`config.mk`:
```
export PLATFORM = sky130hd
export DESIGN_NAME = dx_issue_stage_flat
export DESIGN_NICKNAME = d
export VERILOG_FILES = /design/src/rtl/dx_issue_stage_if.sv /design/src/rtl/dx_issue_stage.sv /design/src/flat_wrapper.sv
export SDC_FILE = /design/constraint.sdc
export NUM_CORES = 1
export LEC_CHECK = 0
export CAP_MARGIN = 15
export CORE_MARGIN = 2
export CORE_UTILIZATION = 35
export DETAILED_ROUTE_END_ITERATION = 6
export SETUP_SLACK_MARGIN = 0.5
export SYNTH_ARGS = -nofsm -noshare
export SYNTH_HDL_FRONTEND = slang
export SYNTH_SLANG_ARGS = --single-unit
```
`constraint.sdc`:
```
create_clock -name clk -period 4.99 [get_ports clk]
set_clock_uncertainty 0.15 [all_clocks]
set_input_delay 0.998 -clock clk [delete_from_list [all_inputs] [get_ports clk]]
set_output_delay 0.998 -clock clk [all_outputs]
set_load 0.05 [all_outputs]
```
`src/rtl/dx_issue_stage_if.sv`:
```
// rtl/dx_issue_stage_if.sv - fetch, execute and writeback signals of the decode/issue stage
interface dx_issue_stage_if #(
  parameter int REG_SIZE      = 8,
  parameter int INSN_OPC_SIZE = 4,
  parameter int INSN_SIZE     = 16,
  parameter int REG_ID_SIZE   = 4
) ();
  logic                     F_insn_valid;
  logic [INSN_SIZE-1:0]     F_insn;
  logic                     F_insn_ready;
  logic                     DX_valid;
  logic [INSN_OPC_SIZE-1:0] DX_insn_opc;
  logic [REG_ID_SIZE-1:0]   DX_dst;
  logic [REG_SIZE-1:0]      src_0_data_ALU;
  logic [REG_SIZE-1:0]      src_1_data_ALU;
  logic                     X_ready;
  logic                     wb_en;
  logic [REG_ID_SIZE-1:0]   wb_addr;
  logic [REG_SIZE-1:0]      wb_data;

  modport master (
    output F_insn_valid, F_insn, X_ready, wb_en, wb_addr, wb_data,
    input  F_insn_ready, DX_valid, DX_insn_opc, DX_dst, src_0_data_ALU, src_1_data_ALU
  );

  modport slave (
    input  F_insn_valid, F_insn, X_ready, wb_en, wb_addr, wb_data,
    output F_insn_ready, DX_valid, DX_insn_opc, DX_dst, src_0_data_ALU, src_1_data_ALU
  );
endinterface

```
`src/rtl/dx_issue_stage.sv`:
```
// rtl/dx_issue_stage.sv - decode/issue stage: register file, pending-write scoreboard, DX register
// Optional macro DX_WB_BYPASS_EN: forward writeback data/clear into the same-cycle issue.
module dx_issue_stage #(
  parameter int REG_SIZE      = 8,
  parameter int INSN_OPC_SIZE = 4,
  parameter int INSN_SIZE     = 16,
  parameter int REG_ID_SIZE   = 4
) (
  input logic              clk,
  input logic              rst_n,
  dx_issue_stage_if.slave  io
);
  localparam int NUM_REGS = 1 << REG_ID_SIZE;

  logic [REG_SIZE-1:0]      rf_q [NUM_REGS];
  logic [REG_SIZE-1:0]      rf_d [NUM_REGS];
  logic [NUM_REGS-1:0]      pend_q, pend_d;
  logic                     dx_valid_q, dx_valid_d;
  logic [INSN_OPC_SIZE-1:0] dx_opc_q, dx_opc_d;
  logic [REG_ID_SIZE-1:0]   dx_dst_q, dx_dst_d;
  logic [REG_SIZE-1:0]      src0_q, src0_d;
  logic [REG_SIZE-1:0]      src1_q, src1_d;

  logic [INSN_OPC_SIZE-1:0] opc;
  logic [REG_ID_SIZE-1:0]   dst, rs0, rs1;
  logic                     is_nop, hazard, ready, xfer;
  logic [NUM_REGS-1:0]      wb_clr, pend_chk;
  logic [REG_SIZE-1:0]      op0, op1;

  assign opc    = io.F_insn[15:12];
  assign dst    = io.F_insn[11:8];
  assign rs0    = io.F_insn[7:4];
  assign rs1    = io.F_insn[3:0];
  assign is_nop = (opc == '0);

  always_comb begin
    wb_clr = '0;
    if (io.wb_en) wb_clr[io.wb_addr] = 1'b1;
  end

`ifdef DX_WB_BYPASS_EN
  // A retiring write unblocks its dependents and supplies their operand in the same cycle.
  assign pend_chk = pend_q & ~wb_clr;

  always_comb begin
    op0 = rf_q[rs0];
    op1 = rf_q[rs1];
    if (io.wb_en && io.wb_addr == rs0) op0 = io.wb_data;
    if (io.wb_en && io.wb_addr == rs1) op1 = io.wb_data;
    if (rs0 == '0) op0 = '0;
    if (rs1 == '0) op1 = '0;
  end
`else
  assign pend_chk = pend_q;

  always_comb begin
    op0 = (rs0 == '0) ? '0 : rf_q[rs0];
    op1 = (rs1 == '0) ? '0 : rf_q[rs1];
  end
`endif

  assign hazard = !is_nop && (pend_chk[rs0] || pend_chk[rs1] || pend_chk[dst]);
  assign ready  = (!dx_valid_q || io.X_ready) && !hazard;
  assign xfer   = io.F_insn_valid && ready;

  always_comb begin
    rf_d = rf_q;
    if (io.wb_en && io.wb_addr != '0) rf_d[io.wb_addr] = io.wb_data;
  end

  // Clear first so that an issue to the same register in this cycle keeps it pending.
  always_comb begin
    pend_d = pend_q & ~wb_clr;
    if (xfer && !is_nop && dst != '0) pend_d[dst] = 1'b1;
    pend_d[0] = 1'b0;
  end

  always_comb begin
    dx_valid_d = dx_valid_q;
    dx_opc_d   = dx_opc_q;
    dx_dst_d   = dx_dst_q;
    src0_d     = src0_q;
    src1_d     = src1_q;
    if (xfer) begin
      dx_valid_d = 1'b1;
      dx_opc_d   = opc;
      dx_dst_d   = dst;
      src0_d     = is_nop ? '0 : op0;
      src1_d     = is_nop ? '0 : op1;
    end else if (io.X_ready) begin
      dx_valid_d = 1'b0;
    end
  end

  always_ff @(posedge clk or negedge rst_n) begin
    if (!rst_n) begin
      for (int i = 0; i < NUM_REGS; i++) rf_q[i] <= '0;
      pend_q     <= '0;
      dx_valid_q <= 1'b0;
      dx_opc_q   <= '0;
      dx_dst_q   <= '0;
      src0_q     <= '0;
      src1_q     <= '0;
    end else begin
      rf_q       <= rf_d;
      pend_q     <= pend_d;
      dx_valid_q <= dx_valid_d;
      dx_opc_q   <= dx_opc_d;
      dx_dst_q   <= dx_dst_d;
      src0_q     <= src0_d;
      src1_q     <= src1_d;
    end
  end

  assign io.F_insn_ready   = ready;
  assign io.DX_valid       = dx_valid_q;
  assign io.DX_insn_opc    = dx_opc_q;
  assign io.DX_dst         = dx_dst_q;
  assign io.src_0_data_ALU = src0_q;
  assign io.src_1_data_ALU = src1_q;
endmodule

```
`src/flat_wrapper.sv`:
```
// flat-port wrapper written by rule: the top's interface ports become plain ports
module dx_issue_stage_flat 
#(
  parameter int REG_SIZE      = 8,
  parameter int INSN_OPC_SIZE = 4,
  parameter int INSN_SIZE     = 16,
  parameter int REG_ID_SIZE   = 4
)
  (clk, rst_n, io_F_insn_valid, io_F_insn, io_X_ready, io_wb_en, io_wb_addr, io_wb_data, io_F_insn_ready, io_DX_valid, io_DX_insn_opc, io_DX_dst, io_src_0_data_ALU, io_src_1_data_ALU);
  dx_issue_stage_if #(.REG_SIZE(REG_SIZE), .INSN_OPC_SIZE(INSN_OPC_SIZE), .INSN_SIZE(INSN_SIZE), .REG_ID_SIZE(REG_ID_SIZE)) io_i ();
  input logic clk;
  input logic rst_n;
  input wire logic [$bits(io_i.F_insn_valid)-1:0] io_F_insn_valid;
  input wire logic [$bits(io_i.F_insn)-1:0] io_F_insn;
  input wire logic [$bits(io_i.X_ready)-1:0] io_X_ready;
  input wire logic [$bits(io_i.wb_en)-1:0] io_wb_en;
  input wire logic [$bits(io_i.wb_addr)-1:0] io_wb_addr;
  input wire logic [$bits(io_i.wb_data)-1:0] io_wb_data;
  output wire logic [$bits(io_i.F_insn_ready)-1:0] io_F_insn_ready;
  output wire logic [$bits(io_i.DX_valid)-1:0] io_DX_valid;
  output wire logic [$bits(io_i.DX_insn_opc)-1:0] io_DX_insn_opc;
  output wire logic [$bits(io_i.DX_dst)-1:0] io_DX_dst;
  output wire logic [$bits(io_i.src_0_data_ALU)-1:0] io_src_0_data_ALU;
  output wire logic [$bits(io_i.src_1_data_ALU)-1:0] io_src_1_data_ALU;
  assign io_i.F_insn_valid = io_F_insn_valid;
  assign io_i.F_insn = io_F_insn;
  assign io_i.X_ready = io_X_ready;
  assign io_i.wb_en = io_wb_en;
  assign io_i.wb_addr = io_wb_addr;
  assign io_i.wb_data = io_wb_data;
  assign io_F_insn_ready = io_i.F_insn_ready;
  assign io_DX_valid = io_i.DX_valid;
  assign io_DX_insn_opc = io_i.DX_insn_opc;
  assign io_DX_dst = io_i.DX_dst;
  assign io_src_0_data_ALU = io_i.src_0_data_ALU;
  assign io_src_1_data_ALU = io_i.src_1_data_ALU;
  dx_issue_stage #(.REG_SIZE(REG_SIZE), .INSN_OPC_SIZE(INSN_OPC_SIZE), .INSN_SIZE(INSN_SIZE), .REG_ID_SIZE(REG_ID_SIZE)) u_core (.clk(clk), .rst_n(rst_n), .io(io_i));
endmodule
```
### After elaboration in Yosys (flattened, before gate mapping)

Index checks and enable logic that the tools add are counted.

| storage, ports and cells | value |
|---|---|
| bits in registers | 168 |
| input bits | 33 |
| output and inout port bits | 26 |
| word-level logic and storage cells | 86 |

| operators by class | value |
|---|---|
| order comparisons | 10 |
| muxes and demuxes | 27 |
| bitwise operators | 6 |
| reductions and logical operators | 21 |

Operator list:

| cell | count |
|---|---|
| $bwmux W128 | 1 |
| $mux W8 | 9 |
| $bmux W8 S4 | 2 |
| $demux W8 S4 | 1 |
| $mux W16 | 2 |
| $lt A4 B5 Y1 const B | 4 |
| $and A16 B16 Y16 | 1 |
| $not A16 Y16 | 1 |
| $or A16 B16 Y16 | 1 |
| $ge A5 B5 Y1 const B | 3 |
| $not A4 Y5 | 3 |
| $bmux W1 S4 | 3 |
| $logic_not A4 Y1 | 3 |
| $logic_and A1 B1 Y1 | 9 |
| $demux W1 S4 | 2 |
| $ge A4 B1 Y1 const B | 2 |
| $reduce_bool A4 Y1 | 2 |
| $mux W1 | 7 |
| $lt A5 B1 Y1 const B | 1 |
| $logic_not A1 Y1 | 3 |
| $logic_or A1 B1 Y1 | 3 |
| $reduce_bool A2 Y1 | 1 |

### Depth between registers and ports, before layout

| depth | value |
|---|---|
| depth after elaboration | 11 |
| depth in mapped cells | 9 |
| mapped depth without buffers | 6 |

### Least setup slack after synthesis

No wires, ideal clock.

| path | value |
|---|---|
| path type | in2out |
| start | input port io_F_insn[1] |
| end | output port io_F_insn_ready |
| arrival | 2.982 ns |
| data required time | 3.842 ns |
| path slack | 0.860 ns |
| stages | 6 |
| buffers on the path | 1 |
| cell sequence | clkbuf_1 mux2_2 a221oi_1 o22ai_1 nor4_4 o21a_1 |

| on the way | value |
|---|---|
| cells in the longest elaborated chain, start to end | 7 |

RTL lines:

| item | RTL line | source |
|---|---|---|
| start: declaration | flat_wrapper.sv:14 | `input wire logic [$bits(io_i.F_insn)-1:0] io_F_insn;` |
| $bmux W1 S4 | dx_issue_stage.sv:62 | `assign hazard = !is_nop && (pend_chk[rs0] \|\| pend_chk[rs1] \|\| pend_chk[dst]);` |
| $mux W1 (not written as such) | dx_issue_stage.sv:62 |  |
| $logic_or A1 B1 Y1 (2 in series) | dx_issue_stage.sv:62 |  |
| $logic_and A1 B1 Y1 | dx_issue_stage.sv:62 |  |
| $logic_not A1 Y1 | dx_issue_stage.sv:63 | `assign ready = (!dx_valid_q \|\| io.X_ready) && !hazard;` |
| $logic_and A1 B1 Y1 | dx_issue_stage.sv:63 |  |
| end: declaration | flat_wrapper.sv:19 | `output wire logic [$bits(io_i.F_insn_ready)-1:0] io_F_insn_ready;` |

No other way between the ends. The select of a mux whose other input is x is not followed.

### Worst setup path in the final report

| path | value |
|---|---|
| start | input port io_F_insn[9] |
| end | output port io_F_insn_ready |

| on the way | value |
|---|---|
| cells in the longest elaborated chain, start to end | 6 |

RTL lines:

| item | RTL line |
|---|---|
| $bmux W1 S4 | dx_issue_stage.sv:62 |
| $mux W1 (not written as such) | dx_issue_stage.sv:62 |
| $logic_or A1 B1 Y1 | dx_issue_stage.sv:62 |
| $logic_and A1 B1 Y1 | dx_issue_stage.sv:62 |
| $logic_not A1 Y1 | dx_issue_stage.sv:63 |
| $logic_and A1 B1 Y1 | dx_issue_stage.sv:63 |

No other way between the ends. The select of a mux whose other input is x is not followed.

==> summary.txt <==
Outcome
  – Outcome: complete, no violations

Routing
  – ANT nets after route: 0
  – Drt wl/cell: ~23 um
  – DRT Wirelength: between 20 and 25 mm
  – Detailed Routing Iterations Pass 1: 5
  – Initial DRC count: 409
  – Via density per instance: 5.762
  – Via count: 5733
  – Residual DRC: 0

Floorplan
  – Die width: 159.7 um
  – Die Area: 25500 um^2
  – Core area: 23610 um^2
  – # rows: 56
  – I/O pin count: 59
  – Initial Util: 35.93%
  – Die Ht: about 160 um

Logic synthesis
  – EDFF count, synth: 0
  – Main combinational cell family by area after synthesis: multiplexers
  – Adder-cell share of the synthesized area: 0%
  – Mux share of post-synthesis cell area: 32.37%
  – Complex-gate fraction of the synthesized area: 10.34%
  – Mapped Nets: 655
  – Xor and xnor area share after synthesis: 0%
  – Synth Cell Area: 8484 um^2
  – Sequential share of the synthesized area: between 40% and 50%
  – Yosys cell types: 43
  – Synthesis-stage register bit count: 161
  – Synth Instances: 622
  – Simple-Gate Fraction of Synth Area: 6.400%
  – Synth warnings: 0
  – Synth Flop Type: dfrtp_1
  – Asr flop ratio synth: between 90% and 100%
  – Synthesized area per cell: approximately 14 um^2

Power and ir drop
  – LEAKAGE: 0.004011 uW
  – IR drop worst, VDD: 0.2044 mV
  – PwrDens: 489.7 nW/um^2

Layout
  – N_diodes: 0
  – Post-route cell area: 9986 um^2
  – Multi-input gate area: ~4200 um^2
  – Reg area: 4029 um^2
  – Synth-to-Final Area Change: 17.70%
  – Layout Nets: 696
  – Share of layout cells above drive strength 1: 35.50%
  – Number of fill cells: about 2.2k

STA
  – Post-layout min period: approximately 4.4 ns
  – Fin. max-slew vios: 0
  – RSZ-0062 raised after global routing: false
  – Final Hold Viols: 0
  – Fmax: 0.2293 GHz
  – Final period util: 87.41%
  – Slew at the pin closest to its max-slew limit: 1.154 ns
  – Final setup violation count: 0
  – Setup TNS: 0 ns
  – Headroom to the max-slew limit: 22.82%

Setup path
  – Critical Path, Cell by Cell: clkdlybuf4s50_1, mux2_2, a32oi_1, nand4_1, nor4_4, o21a_1, buf_12
  – Crit start category: input port
  – Worst setup EP type: primary output
  – CP top delay family: buffers and inverters
  – WP data arrival: 3.21 ns
  – Critical path endpoint: io_F_insn_ready
  – R2R Path End: u_core.io.src_1_data_ALU[3]
  – Worst Reg-to-Reg Cells: 8
  – Reg2reg start: u_core.pend_chk[4]
  – Critical Path Source: io_F_insn[9]
  – CP max FO: 13
  – Critical path type: in2out
  – WP data required: 3.84 ns
  – R2r setup slk: 1.89 ns
  – Crit path buf inv count: 2
  – CP Depth: 7
  – Crit path largest cell delay: 0.84 ns
  – CP max stage cell: clkdlybuf4s50_1

Placement
  – Placed cell area: between 9000 and 10000 um^2
  – Post-DP HPWL: 15.96 mm
  – IO buf count: 58
  – Gp weighted congestion: 0.8692

Global route
  – Antenna violations before repair: 0
  – Largest net degree at the start of global routing: 80
  – Total congestion overflow: 0
  – Vias in the first global route: 6125
  – First-pass GRT wire length: 36.15 mm
  – GRT Total Usage: 18.60%

Clocking
  – CTS sink cnt: 161
  – Clock root buffer: clkbuf_16
  – Post-CTS setup buffers: 0
  – Post-CTS sizing: 0
  – Clock tree from TritonCTS: done
  – Max clock buf depth: 2
  – Clock slew seen by the registers of the worst setup and hold paths: 0.07 ns
  – CTS Buf Count: 17
  – Post-CTS Hold Buffers: 0
  – Max H-tree Level: 4
  – Clk_lat worst skew: 0.43 ns

Run
  – Max_cap viols: 0

Min path
  – Hold Path Class: reg2reg
layout by cell type (no fill, tap or decap), drive strengths merged, types with 4 or more instances in the layout:
master / synthesis / layout
mux2: 129 / 129
buf: 20 / 20
clkinv: 0 / 4
nand2b: 7 / 7
nor2: 19 / 19
a22o: 20 / 20
a21oi: 18 / 18
mux4: 53 / 53
nor2b: 28 / 28
nand3b: 6 / 6
a22oi: 14 / 14
clkbuf: 32 / 17
and2: 6 / 6
nand3: 4 / 4
clkinvlp: 0 / 4
a211oi: 14 / 14
dfrtp: 161 / 161
o21ai: 6 / 6
mux2i: 10 / 10
inv: 14 / 17
a32o: 15 / 15
o41ai: 14 / 14
bufinv: 0 / 4
clkdlybuf4s50: 0 / 54
cells by family after synthesis:
| group | count (synthesis) |
|---|---|
| and+or+nand+nor | 91 |
| DFF | 161 |
| muxes | 192 |
| buffers and inverters | 66 |
| AOI/OAI and AO/OA | 112 |
synth_stat cells (4+ instances only):
| cell | n | area [um^2] |
|---|---|---|
| o41ai_1 | 14 | 122.6 |
| a22oi_1 | 14 | 105.1 |
| nand3b_1 | 6 | 45.04 |
| o21ai_0 | 5 | 25.02 |
| a211oi_1 | 14 | 105.1 |
| a21oi_1 | 18 | 90.09 |
| mux4_2 | 53 | 1194 |
| nand3_1 | 4 | 20.02 |
| dfrtp_1 | 161 | 4029 |
| mux2_2 | 129 | 1453 |
| a22o_1 | 20 | 175.2 |
| buf_1 | 10 | 37.54 |
| a32o_1 | 15 | 150.1 |
| and2_1 | 6 | 37.54 |
| inv_1 | 14 | 52.55 |
| nand2b_1 | 7 | 43.79 |
| clkbuf_1 | 32 | 120.1 |
| nor2_1 | 19 | 71.32 |
| buf_2 | 6 | 30.03 |
| nor2b_1 | 28 | 175.2 |
| mux2i_1 | 10 | 100.1 |
sequential cells by signal (all words and copies together) (netlist names):
register	cells
u_core.io.DX_dst	4
u_core.rf_q	121
u_core.io.src_0_data_ALU	8
u_core.io.src_1_data_ALU	8
u_core.io.DX_valid	1
u_core.pend_chk	15
u_core.io.DX_insn_opc	4
how the worst min path moves through the flow:
stage                     start                to  slack [ns]  cells after the start
5_1_grt        u_core.rf_q[126]  u_core.rf_q[126]        0.28                      0
3_5_place_dp   u_core.rf_q[126]  u_core.rf_q[126]        0.24                      0
6_report       u_core.rf_q[126]  u_core.rf_q[126]        0.25                      0
2_1_floorplan  u_core.rf_q[126]  u_core.rf_q[126]        0.29                      1
4_1_cts        u_core.rf_q[126]  u_core.rf_q[126]        0.25                      0
3_3_place_gp   u_core.rf_q[126]  u_core.rf_q[126]        0.23                      0
worst reg2reg max path: stages, from the launching register on:
cell      delay [ns]
dfrtp_1         0.43
mux4_2          0.47
and3b_1         0.19
a2111o_1        0.42
nor4_4          0.27
buf_4           0.21
and2_1          0.44
buf_4           0.30
a22o_1          0.16
final cells by class:
type                    count  share of cell area, %
repair buffers             74                  7.067
clock buffers              17                  4.260
multi-input cells         395                  41.72
clock inverters            15                  2.080
flip-flops and latches    161                  40.35
well taps                 319                  3.997
inverters                  14                 0.5262
power breakdown:
| part | internal (uW) | switching, uW | leakage (uW) | total, uW |
|---|---|---|---|---|
| Combinational | 754 | 782 | 0.00172 | 1540 |
| Sequential | 1670 | 280 | 0.00200 | 1950 |
| Clock | 843 | 561 | 0.000296 | 1400 |
metrics by stage:
stage | power [uW] | utilization, % | std cells | hold slack [ns] | worst slack [ns]
final | 4890 | 42.29 | 995 | 0.2488 | 0.6283
after global placement | 3437 | 39.56 | 962 | 0.2308 | 0.6053
after global routing | 5107 | 42.29 | 995 | 0.2828 | 0.5194
after floorplan | 2986 | - | 622 | 0.2913 | 0.8600
after CTS | 4915 | 42.24 | 994 | 0.2497 | 0.6383
after detailed placement | 3509 | 39.56 | 962 | 0.2393 | 0.6413
per-layer routing:
layer | part of all wire [%] | wire length (um) | global-route usage [%]
met3 | 5.7 | 1314 | 4.649
met4 | 2.0 | 464 | 6.116
met1 | 44 | 10240 | 25.16
met2 | 48 | 11080 | 29.42
met5 | 0 | 0 | 0
Note: power is estimated with default switching activity, not from simulation.
